<file path="src/rtl/rm_ihpsg13_bist_pkg.sv">
// ============================================================================
// rm_ihpsg13_bist_pkg : shared types and March C- element table for the BIST
// Revision: 1.0
// ============================================================================
`default_nettype none

package rm_ihpsg13_bist_pkg;

   typedef enum logic [1:0] {
      ST_IDLE  = 2'd0,
      ST_RUN   = 2'd1,
      ST_DRAIN = 2'd2,
      ST_DONE  = 2'd3
   } state_t;

   // rd=1 reads, rd=0 writes; val=0 refers to BG, val=1 to ~BG
   typedef struct packed {
      logic down;
      logic two_ops;
      logic rd0;
      logic val0;
      logic rd1;
      logic val1;
   } elem_t;

   localparam int          N_ELEM    = 6;
   localparam int          ERR_CNT_W = 8;
   localparam logic [2:0]  LAST_ELEM = 3'd5;

   // Fields left to right: down, two_ops, rd0, val0, rd1, val1
   localparam elem_t [0:N_ELEM-1] MARCH_TBL = {
      elem_t'(6'b000000),   // up   (w0)
      elem_t'(6'b011001),   // up   (r0,w1)
      elem_t'(6'b011100),   // up   (r1,w0)
      elem_t'(6'b111001),   // down (r0,w1)
      elem_t'(6'b111100),   // down (r1,w0)
      elem_t'(6'b001000)    // up   (r0)
   };

endpackage

`default_nettype wire

</file>
<file path="src/rtl/rm_ihpsg13_bist_march_ctrl_if.sv">
// ============================================================================
// rm_ihpsg13_bist_march_ctrl_if : SRAM BIST port and status bundle
// Revision: 1.0
// ============================================================================
`default_nettype none

interface rm_ihpsg13_bist_march_ctrl_if
   import rm_ihpsg13_bist_pkg::*;
#(
   parameter int ADDR_W = 10,
   parameter int DATA_W = 16
);
   logic                 BIST_START;
   logic                 A_BIST_EN;
   logic                 A_BIST_MEN;
   logic                 A_BIST_WEN;
   logic                 A_BIST_REN;
   logic [ADDR_W-1:0]    A_BIST_ADDR;
   logic [DATA_W-1:0]    A_BIST_DIN;
   logic [DATA_W-1:0]    A_BIST_BM;
   logic [DATA_W-1:0]    A_DOUT;
   logic                 BIST_BUSY;
   logic                 BIST_DONE;
   logic                 BIST_FAIL;
   logic [ADDR_W-1:0]    BIST_FAIL_ADDR;
   logic [DATA_W-1:0]    BIST_FAIL_DATA;
   logic [ERR_CNT_W-1:0] BIST_ERR_CNT;

   modport master (
      input  BIST_START, A_DOUT,
      output A_BIST_EN, A_BIST_MEN, A_BIST_WEN, A_BIST_REN, A_BIST_ADDR,
             A_BIST_DIN, A_BIST_BM, BIST_BUSY, BIST_DONE, BIST_FAIL,
             BIST_FAIL_ADDR, BIST_FAIL_DATA, BIST_ERR_CNT
   );

   modport slave (
      output BIST_START, A_DOUT,
      input  A_BIST_EN, A_BIST_MEN, A_BIST_WEN, A_BIST_REN, A_BIST_ADDR,
             A_BIST_DIN, A_BIST_BM, BIST_BUSY, BIST_DONE, BIST_FAIL,
             BIST_FAIL_ADDR, BIST_FAIL_DATA, BIST_ERR_CNT
   );

endinterface

`default_nettype wire

</file>
<file path="src/rtl/rm_ihpsg13_bist_cmp.sv">
// ============================================================================
// rm_ihpsg13_bist_cmp : read shadow, compare, first-fail capture, error count
// Revision: 1.0
// ============================================================================
`default_nettype none

module rm_ihpsg13_bist_cmp
   import rm_ihpsg13_bist_pkg::*;
#(
   parameter int ADDR_W = 10,
   parameter int DATA_W = 16
) (
   input  wire logic                 clk,
   input  wire logic                 rst,
   input  wire logic                 clear,
   input  wire logic                 rd_valid,
   input  wire logic [ADDR_W-1:0]    rd_addr,
   input  wire logic [DATA_W-1:0]    rd_exp,
   input  wire logic [DATA_W-1:0]    dout,
   output logic                      fail,
   output logic [ADDR_W-1:0]         fail_addr,
   output logic [DATA_W-1:0]         fail_data,
   output logic [ERR_CNT_W-1:0]      err_cnt
);

   logic              sh_valid;
   logic [ADDR_W-1:0] sh_addr;
   logic [DATA_W-1:0] sh_exp;
   logic              mismatch;

   // Case inequality also flags X/Z read data in simulation
   assign mismatch = sh_valid && (dout !== sh_exp);

   always_ff @(posedge clk) begin
      if (rst || clear) begin
         sh_valid  <= 1'b0;
         sh_addr   <= '0;
         sh_exp    <= '0;
         fail      <= 1'b0;
         fail_addr <= '0;
         fail_data <= '0;
         err_cnt   <= '0;
      end else begin
         sh_valid <= rd_valid;
         sh_addr  <= rd_addr;
         sh_exp   <= rd_exp;
         if (mismatch) begin
            if (!fail) begin
               fail_addr <= sh_addr;
               fail_data <= dout;
            end
            fail <= 1'b1;
            if (err_cnt != {ERR_CNT_W{1'b1}})
               err_cnt <= err_cnt + 1'b1;
         end
      end
   end

endmodule

`default_nettype wire

</file>
<file path="src/rtl/rm_ihpsg13_bist_march_ctrl.sv">
// ============================================================================
// rm_ihpsg13_bist_march_ctrl : March C- BIST FSM and address/element sequencer
// Revision: 1.0
// ============================================================================
`default_nettype none

module rm_ihpsg13_bist_march_ctrl
   import rm_ihpsg13_bist_pkg::*;
#(
   parameter int                 ADDR_W = 10,
   parameter int                 DATA_W = 16,
   parameter logic [DATA_W-1:0]  BG     = '0
) (
   input  wire logic                  A_BIST_CLK,
   input  wire logic                  A_BIST_RST,
   rm_ihpsg13_bist_march_ctrl_if.master bus
);

   localparam logic [ADDR_W-1:0] ADDR_MAX  = {ADDR_W{1'b1}};
   localparam logic [ADDR_W-1:0] ADDR_ZERO = '0;

   state_t            state, state_nxt;
   logic [2:0]        elem, elem_nxt;
   logic              op, op_nxt;
   logic [ADDR_W-1:0] addr, addr_nxt;
   logic              start_acc;
   elem_t             cur, follow, ne;
   logic              run_nxt, busy_nxt, rd_nxt, inv_nxt;
   logic [DATA_W-1:0] pat_nxt, exp_q;

   always_comb begin
      state_nxt = state;
      elem_nxt  = elem;
      op_nxt    = op;
      addr_nxt  = addr;
      start_acc = 1'b0;
      cur       = MARCH_TBL[elem];
      follow    = (elem == LAST_ELEM) ? MARCH_TBL[0] : MARCH_TBL[elem + 3'd1];

      case (state)
         ST_IDLE, ST_DONE: begin
            if (bus.BIST_START) begin
               start_acc = 1'b1;
               state_nxt = ST_RUN;
               elem_nxt  = 3'd0;
               op_nxt    = 1'b0;
               addr_nxt  = ADDR_ZERO;
            end
         end
         ST_RUN: begin
            if (cur.two_ops && !op) begin
               op_nxt = 1'b1;
            end else begin
               op_nxt = 1'b0;
               if (addr == (cur.down ? ADDR_ZERO : ADDR_MAX)) begin
                  if (elem == LAST_ELEM) begin
                     state_nxt = ST_DRAIN;
                  end else begin
                     // Next element starts on the very next cycle, no gap
                     elem_nxt = elem + 3'd1;
                     addr_nxt = follow.down ? ADDR_MAX : ADDR_ZERO;
                  end
               end else begin
                  addr_nxt = cur.down ? (addr - 1'b1) : (addr + 1'b1);
               end
            end
         end
         ST_DRAIN: state_nxt = ST_DONE;
         default:  state_nxt = ST_IDLE;
      endcase

      ne       = MARCH_TBL[elem_nxt];
      rd_nxt   = op_nxt ? ne.rd1 : ne.rd0;
      inv_nxt  = op_nxt ? ne.val1 : ne.val0;
      pat_nxt  = inv_nxt ? ~BG : BG;
      run_nxt  = (state_nxt == ST_RUN);
      busy_nxt = run_nxt || (state_nxt == ST_DRAIN);
   end

   always_ff @(posedge A_BIST_CLK) begin
      if (A_BIST_RST) begin
         state           <= ST_IDLE;
         elem            <= 3'd0;
         op              <= 1'b0;
         addr            <= '0;
         exp_q           <= '0;
         bus.A_BIST_EN   <= 1'b0;
         bus.A_BIST_MEN  <= 1'b0;
         bus.A_BIST_WEN  <= 1'b0;
         bus.A_BIST_REN  <= 1'b0;
         bus.A_BIST_ADDR <= '0;
         bus.A_BIST_DIN  <= '0;
         bus.A_BIST_BM   <= '0;
         bus.BIST_BUSY   <= 1'b0;
         bus.BIST_DONE   <= 1'b0;
      end else begin
         state           <= state_nxt;
         elem            <= elem_nxt;
         op              <= op_nxt;
         addr            <= addr_nxt;
         exp_q           <= pat_nxt;
         bus.A_BIST_EN   <= busy_nxt;
         bus.A_BIST_MEN  <= run_nxt;
         bus.A_BIST_WEN  <= run_nxt && !rd_nxt;
         bus.A_BIST_REN  <= run_nxt && rd_nxt;
         bus.A_BIST_ADDR <= run_nxt ? addr_nxt : '0;
         bus.A_BIST_DIN  <= (run_nxt && !rd_nxt) ? pat_nxt : '0;
         bus.A_BIST_BM   <= run_nxt ? {DATA_W{1'b1}} : '0;
         bus.BIST_BUSY   <= busy_nxt;
         bus.BIST_DONE   <= (state_nxt == ST_DONE);
      end
   end

   rm_ihpsg13_bist_cmp #(
      .ADDR_W (ADDR_W),
      .DATA_W (DATA_W)
   ) u_cmp (
      .clk       (A_BIST_CLK),
      .rst       (A_BIST_RST),
      .clear     (start_acc),
      .rd_valid  (bus.A_BIST_REN),
      .rd_addr   (bus.A_BIST_ADDR),
      .rd_exp    (exp_q),
      .dout      (bus.A_DOUT),
      .fail      (bus.BIST_FAIL),
      .fail_addr (bus.BIST_FAIL_ADDR),
      .fail_data (bus.BIST_FAIL_DATA),
      .err_cnt   (bus.BIST_ERR_CNT)
   );

endmodule

`default_nettype wire

</file>
<file path="src/flat_wrapper.sv">
// flat-port wrapper written by rule: the top's interface ports become plain ports
module rm_ihpsg13_bist_march_ctrl_flat import rm_ihpsg13_bist_pkg::*;
#(
   parameter int                 ADDR_W = 10,
   parameter int                 DATA_W = 16,
   parameter logic [DATA_W-1:0]  BG     = '0
)
  (A_BIST_CLK, A_BIST_RST, bus_BIST_START, bus_A_DOUT, bus_A_BIST_EN, bus_A_BIST_MEN, bus_A_BIST_WEN, bus_A_BIST_REN, bus_A_BIST_ADDR, bus_A_BIST_DIN, bus_A_BIST_BM, bus_BIST_BUSY, bus_BIST_DONE, bus_BIST_FAIL, bus_BIST_FAIL_ADDR, bus_BIST_FAIL_DATA, bus_BIST_ERR_CNT);
  rm_ihpsg13_bist_march_ctrl_if #(.ADDR_W(ADDR_W), .DATA_W(DATA_W)) bus_i ();
  input  wire logic A_BIST_CLK;
  input  wire logic A_BIST_RST;
  input wire logic [$bits(bus_i.BIST_START)-1:0] bus_BIST_START;
  input wire logic [$bits(bus_i.A_DOUT)-1:0] bus_A_DOUT;
  output wire logic [$bits(bus_i.A_BIST_EN)-1:0] bus_A_BIST_EN;
  output wire logic [$bits(bus_i.A_BIST_MEN)-1:0] bus_A_BIST_MEN;
  output wire logic [$bits(bus_i.A_BIST_WEN)-1:0] bus_A_BIST_WEN;
  output wire logic [$bits(bus_i.A_BIST_REN)-1:0] bus_A_BIST_REN;
  output wire logic [$bits(bus_i.A_BIST_ADDR)-1:0] bus_A_BIST_ADDR;
  output wire logic [$bits(bus_i.A_BIST_DIN)-1:0] bus_A_BIST_DIN;
  output wire logic [$bits(bus_i.A_BIST_BM)-1:0] bus_A_BIST_BM;
  output wire logic [$bits(bus_i.BIST_BUSY)-1:0] bus_BIST_BUSY;
  output wire logic [$bits(bus_i.BIST_DONE)-1:0] bus_BIST_DONE;
  output wire logic [$bits(bus_i.BIST_FAIL)-1:0] bus_BIST_FAIL;
  output wire logic [$bits(bus_i.BIST_FAIL_ADDR)-1:0] bus_BIST_FAIL_ADDR;
  output wire logic [$bits(bus_i.BIST_FAIL_DATA)-1:0] bus_BIST_FAIL_DATA;
  output wire logic [$bits(bus_i.BIST_ERR_CNT)-1:0] bus_BIST_ERR_CNT;
  assign bus_i.BIST_START = bus_BIST_START;
  assign bus_i.A_DOUT = bus_A_DOUT;
  assign bus_A_BIST_EN = bus_i.A_BIST_EN;
  assign bus_A_BIST_MEN = bus_i.A_BIST_MEN;
  assign bus_A_BIST_WEN = bus_i.A_BIST_WEN;
  assign bus_A_BIST_REN = bus_i.A_BIST_REN;
  assign bus_A_BIST_ADDR = bus_i.A_BIST_ADDR;
  assign bus_A_BIST_DIN = bus_i.A_BIST_DIN;
  assign bus_A_BIST_BM = bus_i.A_BIST_BM;
  assign bus_BIST_BUSY = bus_i.BIST_BUSY;
  assign bus_BIST_DONE = bus_i.BIST_DONE;
  assign bus_BIST_FAIL = bus_i.BIST_FAIL;
  assign bus_BIST_FAIL_ADDR = bus_i.BIST_FAIL_ADDR;
  assign bus_BIST_FAIL_DATA = bus_i.BIST_FAIL_DATA;
  assign bus_BIST_ERR_CNT = bus_i.BIST_ERR_CNT;
  rm_ihpsg13_bist_march_ctrl #(.ADDR_W(ADDR_W), .DATA_W(DATA_W), .BG(BG)) u_core (.A_BIST_CLK(A_BIST_CLK), .A_BIST_RST(A_BIST_RST), .bus(bus_i));
endmodule
</file>
<file path="config.mk">
export PLATFORM = sky130hd
export DESIGN_NAME = rm_ihpsg13_bist_march_ctrl_flat
export DESIGN_NICKNAME = d
export VERILOG_FILES = /design/src/rtl/rm_ihpsg13_bist_pkg.sv /design/src/rtl/rm_ihpsg13_bist_march_ctrl_if.sv /design/src/rtl/rm_ihpsg13_bist_cmp.sv /design/src/rtl/rm_ihpsg13_bist_march_ctrl.sv /design/src/flat_wrapper.sv
export SDC_FILE = /design/constraint.sdc
export NUM_CORES = 1
export LEC_CHECK = 0
export BUFFER_PORTS_ARGS = -buffer_cell sky130_fd_sc_hd__buf_2
export CORE_UTILIZATION = 44
export DETAILED_ROUTE_END_ITERATION = 10
export GPL_ROUTABILITY_DRIVEN = 0
export HOLD_SLACK_MARGIN = 0.15
export MAX_ROUTING_LAYER = met4
export PLACE_DENSITY = 0.67
export SYNTH_ARGS = -nofsm -noshare
export SYNTH_HDL_FRONTEND = slang
export SYNTH_SLANG_ARGS = --single-unit
</file>
<file path="constraint.sdc">
create_clock -name A_BIST_CLK -period 5.5 [get_ports A_BIST_CLK]
set_input_delay 0.275 -clock A_BIST_CLK [delete_from_list [all_inputs] [get_ports A_BIST_CLK]]
set_output_delay 0.275 -clock A_BIST_CLK [all_outputs]
set_load 0.01 [all_outputs]
</file>
==> metrics.csv, run 1 <==
metric,value,unit
status,completed,
hpwlAfterDp,6.33,mm
cts_buffer_depth,2,
min_path_type,in2reg,
antenna_cells,0,
clk_pin_slew_worst_paths,0.09,ns
syn_nets,471,
ant_nets,0,
critPathKind,reg2reg,
final_cell_mix,"101 x buf_2, 80 x dfxtp_1, 67 x nor2_1, 29 x mux2i_1, 19 x a21oi_1",
cts_tree,built,
maxCapViolCount,0,
fillers,779,
io_buffers,101,
cts_resized,0,
fmax,234,MHz
postCtsSetupBuffers,0,
place_area,4190,um^2
ys_seq_area_share,41.4,%
pwr-share-clk,42.7,%
cp_max_fo,11,
p_leak,2.15,nW
synth_seq_cells,80,
clk_latency,0.35,ns
seqCellArea,1600,um^2
cp-start-kind,flip-flop,
drtIter0Drc,114,
netlist_instances,434,
layout_min_cycle_time,4.28,ns
dieArea,9160,um^2
area_growth,14.4,%
final_common_cell,buf_2,
start_util,46.3,%
clock_sinks,80,
cp.arrival,4.52,ns
worstPathRequired,5.75,ns
p_sw_share,25.1,%
slew_headroom,27.1,%
slew_violations,0,
die_y,95.7,um
powerDensity,266,nW/um^2
grt_pass1_wl,13.2,mm
grt_overflow_total,0,
min_period_over_period,77.8,%
hold_violations,0,
seqPwrFrac,50.3,%
ios,102,
grtUsageTotal,19.1,%
synth_edf_count,0,
detail_route.wl_per_cell,13.9,um
p_comb_share,7.1,%
multi_input_area,1880,um^2
ys_types,54,
synth-async-reset-ratio,0,%
antenna_found_initial,0,
avgSynthCellArea,8.91,um^2
power.switching,0.000295,W
final_cells,609,
nets,536,
dp_cells,593,
rows,33,
postCtsHoldBufs,0,
cts-root-buf,clkbuf_8,
synth-main-ff-cell,dfxtp_1,
yosysWarnings,0,
setup_viol,0,
cts_htree_levels,3,
rsz0062_at_grt,no,
first_global_vias,2846,
wl,8.48,mm
grt_max_degree,36,
power.internal,0.000879,W
core,8340,um^2
worstSetupEndpointType,flip-flop,
dr.pass1.iters,7,
netlist_area,3860,um^2
worst_slew_pin_slew,1.09,ns
vias,3172,
irDropWorstVdd,0.000168,V
die_w,95.7,um
cts_buffers,9,
hold_ws,0.185,ns
design_area,4420,um^2
drive_gt1_share,25.0,%
skew,0.0131,ns
drc,0,
tns,0,ns
via_per_inst,5.21,
## power by group through the flow
stage | Clock, W | Combinational (W) | Sequential [W]
after floorplan | 0 | 0.0000661 | 0.000605
after global placement | 0 | 0.0000826 | 0.000604
after detailed placement | 0 | 0.0000829 | 0.000604
after CTS | 0.000514 | 0.0000834 | 0.000591
after global routing | 0.000536 | 0.0000911 | 0.000592
final | 0.000501 | 0.0000831 | 0.000590
## stage by stage
step	power (W)	worst slack [ns]	utilization, %
finish	0.00117	1.22	53.0
floorplan	0.000671	1.93	-
CTS	0.00119	1.25	53.0
global route	0.00122	0.915	53.0
global placement	0.000686	1.45	50.2
detailed placement	0.000687	1.27	50.2
## critical path, cell delays in order (launching register included)
cell	delay, ns
dfxtp_1	0.53
ha_1	0.34
nor2_1	0.11
nor2_1	0.57
ha_1	0.33
nand4_1	0.14
or2_2	0.35
a21o_1	0.22
or3_1	0.37
a311oi_1	0.29
a31oi_1	0.12
ha_1	0.27
nand2b_1	0.26
inv_1	0.12
and3_1	0.16
## registers in the layout, indices dropped and copies added (netlist names)
| name | count |
|---|---|
| u_core.bus.A_BIST_DIN | 1 |
| u_core.bus.A_BIST_WEN | 1 |
| u_core.u_cmp.sh_addr | 10 |
| u_core.u_cmp.sh_exp | 1 |
| u_core.op | 1 |
| u_core.bus.A_BIST_BM | 1 |
| u_core.bus.A_BIST_REN | 1 |
| u_core.u_cmp.fail_data | 16 |
| u_core.u_cmp.fail_addr | 10 |
| u_core.state | 2 |
| u_core.u_cmp.err_cnt | 8 |
| u_core.exp_q | 1 |
| u_core.elem | 3 |
| u_core.u_cmp.sh_valid | 1 |
| u_core.bus.BIST_BUSY | 1 |
| u_core.bus.BIST_DONE | 1 |
| u_core.addr | 10 |
| u_core.bus.A_BIST_ADDR | 10 |
| u_core.u_cmp.fail | 1 |
## cell usage after synthesis (6+ instances only)
cell	n	area share, %
dfxtp_1	80	41
nor2_1	67	6.5
buf_4	34	6.6
mux2i_1	29	7.5
a21oi_1	19	2.5
and2_1	17	2.8
ha_1	17	5.5
inv_1	16	1.6
nand2_1	15	1.5
o21ai_0	13	1.7
nor3_1	11	1.4
nand3_1	10	1.3
clkbuf_1	9	0.87
o211ai_1	6	1.2
or3_1	6	0.97
## cell families after synthesis
family / Yosys count / share of synthesized area, %
AND/OR/NAND/NOR: 152 / 19.0
AO/OA/AOI/OAI: 82 / 14.0
flip-flops: 80 / 41.4
buffers and inverters: 64 / 9.81
multiplexers: 31 / 8.09
adder cells (fa/ha/maj): 18 / 6.02
XOR/XNOR: 7 / 1.59
## cell type report
cell class	count	share of cell area, %
multi-input combinational	290	42.6
sequential	80	36.2
timing repair buffer	102	11.6
tap	105	2.97
clock buffer	9	2.80
clock inverter	7	2.43
inverter	16	1.36
## worst paths after layout
| check | from | end | slack (ns) | depth (start not counted) |
|---|---|---|---|---|
| setup / recovery | u_core.elem[0] | u_core.bus.A_BIST_REN | 1.22 | 14 |
| hold / removal | bus_A_DOUT[11] | u_core.u_cmp.fail_data[11] | 0.18 | 3 |
| setup reg to reg | u_core.elem[0] | u_core.bus.A_BIST_REN | 1.22 | 14 |
| hold reg to reg | u_core.exp_q[14] | u_core.u_cmp.sh_exp[14] | 0.44 | 1 |
## layer usage
layer,up-vias,part of all wire [%],global-route usage (%)
li1,1608,-,-
met1,1438,46,23.6
met2,112,47,30.7
met3,14,5.8,4.42
met4,0,1.9,6.84
met5,-,0,-
Note: power is estimated with default switching activity, not from simulation.
==> run 2: changes to the inputs <==
- ABC_AREA: unset -> 1
- PLACE_DENSITY: 0.67 -> 0.69
- clock period: 5.5 -> 3.85 ns (I/O delays scaled with it)
==> metrics.csv, run 2 <==
metric,value,unit
hold_violations,0,
dieArea,9480,um^2
wl,9.12,mm
cp.arrival,3.35,ns
grt_max_degree,30,
synth_area_leaders,"dfxtp_1 40%, nor2_1 9.7%, nand2_1 7.6%",
critPathKind,reg2reg,
clock_sinks,80,
min_path_type,in2reg,
synth_top_area_share,40.0,%
start_util,45.7,%
pre_cts_ws,0.772,ns
ys_seq_area_share,40.0,%
slew_headroom,53.5,%
cp_slowest_stage_delay,0.42,ns
worstPathRequired,4.06,ns
avgSynthCellArea,7.28,um^2
synth_most_common_cell,nor2_1,
hold_ws,0.233,ns
netlist_instances,550,
skew,0.0188,ns
rows,34,
setup_viol,0,
slowest_stage,ha_1,
synth_top_family_by_area,simple AND/OR/NAND/NOR gates,
synth_edf_count,0,
clk_latency,0.34,ns
io_buffers,101,
synth_seq_cells,80,
final_cell_mix,"103 x nor2_1, 101 x buf_2, 81 x nand2_1, 80 x dfxtp_1, 59 x inv_1",
antenna_found_initial,0,
worstSetupEndpointType,flip-flop,
layout_min_cycle_time,3.14,ns
slew_violations,0,
cts_resized,0,
dr.pass1.iters,4,
postCtsSetupBuffers,0,
crit_chain,ha_1 -> o21ai_2 -> inv_1 -> ha_1 -> nand2_2 -> nor2_2 -> nand3_2 -> nor2_4 -> nand3_1 -> nand3_1 -> nand2_1 -> o22ai_1 -> inv_1 -> ha_1 -> inv_1 -> nor2_1 -> clkinv_1 -> a21oi_1,
irDropWorstVdd,0.000195,V
antenna_cells,0,
syn_nets,587,
detail_route.wl_per_cell,12.2,um
p_leak,2.38,nW
via_per_inst,4.90,
ios,102,
synth_adder_area_share,5.82,%
drtIter0Drc,156,
core,8760,um^2
finalWorstSetupSlack,0.714,ns
yosys.area_share.simple,26.0,%
clk_pin_slew_worst_paths,0.08,ns
synth-async-reset-ratio,0,%
synth-main-ff-cell,dfxtp_1,
cp-start-kind,flip-flop,
synth-xor-area-share,1.75,%
largest-register,u_core.u_cmp.fail_data,
cts_buffer_depth,2,
grtUsageTotal,19.9,%
vias,3674,
final_common_cell,nor2_1,
fmax,319,MHz
rsz0062_at_grt,no,
drive_gt1_share,22.6,%
ys_types,37,
tns,0,ns
synth_common_cells,"103 x nor2_1, 81 x nand2_1, 80 x dfxtp_1",
ant_nets,0,
drc,0,
cts_buffers,9,
hpwlAfterDp,6.80,mm
worst_slew_pin_slew,0.693,ns
grt_overflow_total,0,
die_y,97.4,um
area_growth,18.3,%
cts-root-buf,clkbuf_8,
yosysTopAreaCell,dfxtp_1,
die_w,97.4,um
cts_tree,built,
cts_htree_levels,3,
powerDensity,338,nW/um^2
yosysWarnings,0,
netlist_area,4000,um^2
synthMuxAreaShare,0,%
first_global_vias,3336,
synth_compound_area_share,13.0,%
largest_register_ffs,16,
nets,674,
cp_max_fo,10,
min_period_over_period,81.4,%
maxCapViolCount,0,
status,completed,
grt_pass1_wl,15.2,mm
-- run 2: cell count changes after synthesis, sizes merged, moves of 6 or more --
cell / delta
nand2: +72
mux2i: -29
inv: +45
nor2: +42
o21ai: +39
nand3: +19
or3: -6
and2: -18
a21oi: +12
-- run 2: cell families after synthesis --
| family | Yosys count |
|---|---|
| DFF | 80 |
| adders and majority gates | 18 |
| xor gates and xnor gates | 8 |
| and+or+nand+nor | 240 |
| buffers and inverters | 108 |
| AOI/OAI and AO/OA | 96 |
-- run 2: area by class of cell --
type / instances / area (um^2)
inverters: 64 / 240
fillers: 840 / 4030
clock inverters: 7 / 77.6
clock buffers: 9 / 124
repair buffers: 120 / 688
multi-input cells: 362 / 1870
flip-flops and latches: 80 / 1600
well taps: 108 / 135
-- run 2: power by group --
part | leakage [nW] | internal (W) | total [W] | switching [W]
registers | 0.646 | 0.000835 | 0.000844 | 0.00000939
clock network | 0.101 | 0.000306 | 0.000620 | 0.000313
logic | 1.64 | 0.0000530 | 0.000137 | 0.0000841
total | 2.38 | 0.00119 | 0.00160 | 0.000407
-- run 2: worst paths after layout --
check              startpoint  cells past startpoint                        end  slack [ns]
max reg2reg    u_core.elem[0]                     18  u_core.bus.A_BIST_ADDR[8]        0.71
min                A_BIST_RST                      2       u_core.bus.BIST_BUSY        0.23
min reg2reg  u_core.exp_q[14]                      2    u_core.u_cmp.sh_exp[14]        0.40
max            u_core.elem[0]                     18  u_core.bus.A_BIST_ADDR[8]        0.71
-- run 2: metrics by stage --
| stage | cell area, um^2 | util (%) | total power (W) | cells |
|---|---|---|---|---|
| final | 4730 | 54.0 | 0.00160 | 750 |
| after floorplan | 4000 | - | 0.000961 | 550 |
| after global placement | 4370 | 49.9 | 0.000986 | 718 |
| after global routing | 4730 | 54.0 | 0.00167 | 750 |
| after CTS | 4730 | 54.0 | 0.00162 | 750 |
| after detailed placement | 4370 | 49.9 | 0.000988 | 718 |
-- run 2: timing repair --
item,CTS,global route
hold buffers,16,0
hold endpoints to repair,16,0
setup endpoints to repair,0,0
-- run 2: routing by layer --
layer / up-vias / wire length, um / global-route usage (%)
met5: - / 0 / -
met1: 1682 / 4110 / 24.8
met3: 6 / 435 / 3.38
li1: 1903 / - / -
met4: 0 / 81 / 6.33
met2: 83 / 4500 / 32.7
-- run 2: critical path, delay by kind of cell, from the launching register on --
family | cells | cell delay [ns]
buffers and inverters | 4 | 0.54
AOI/OAI and AO/OA | 3 | 0.45
DFF | 1 | 0.36
adders and majority gates | 3 | 0.87
and+or+nand+nor | 8 | 0.78
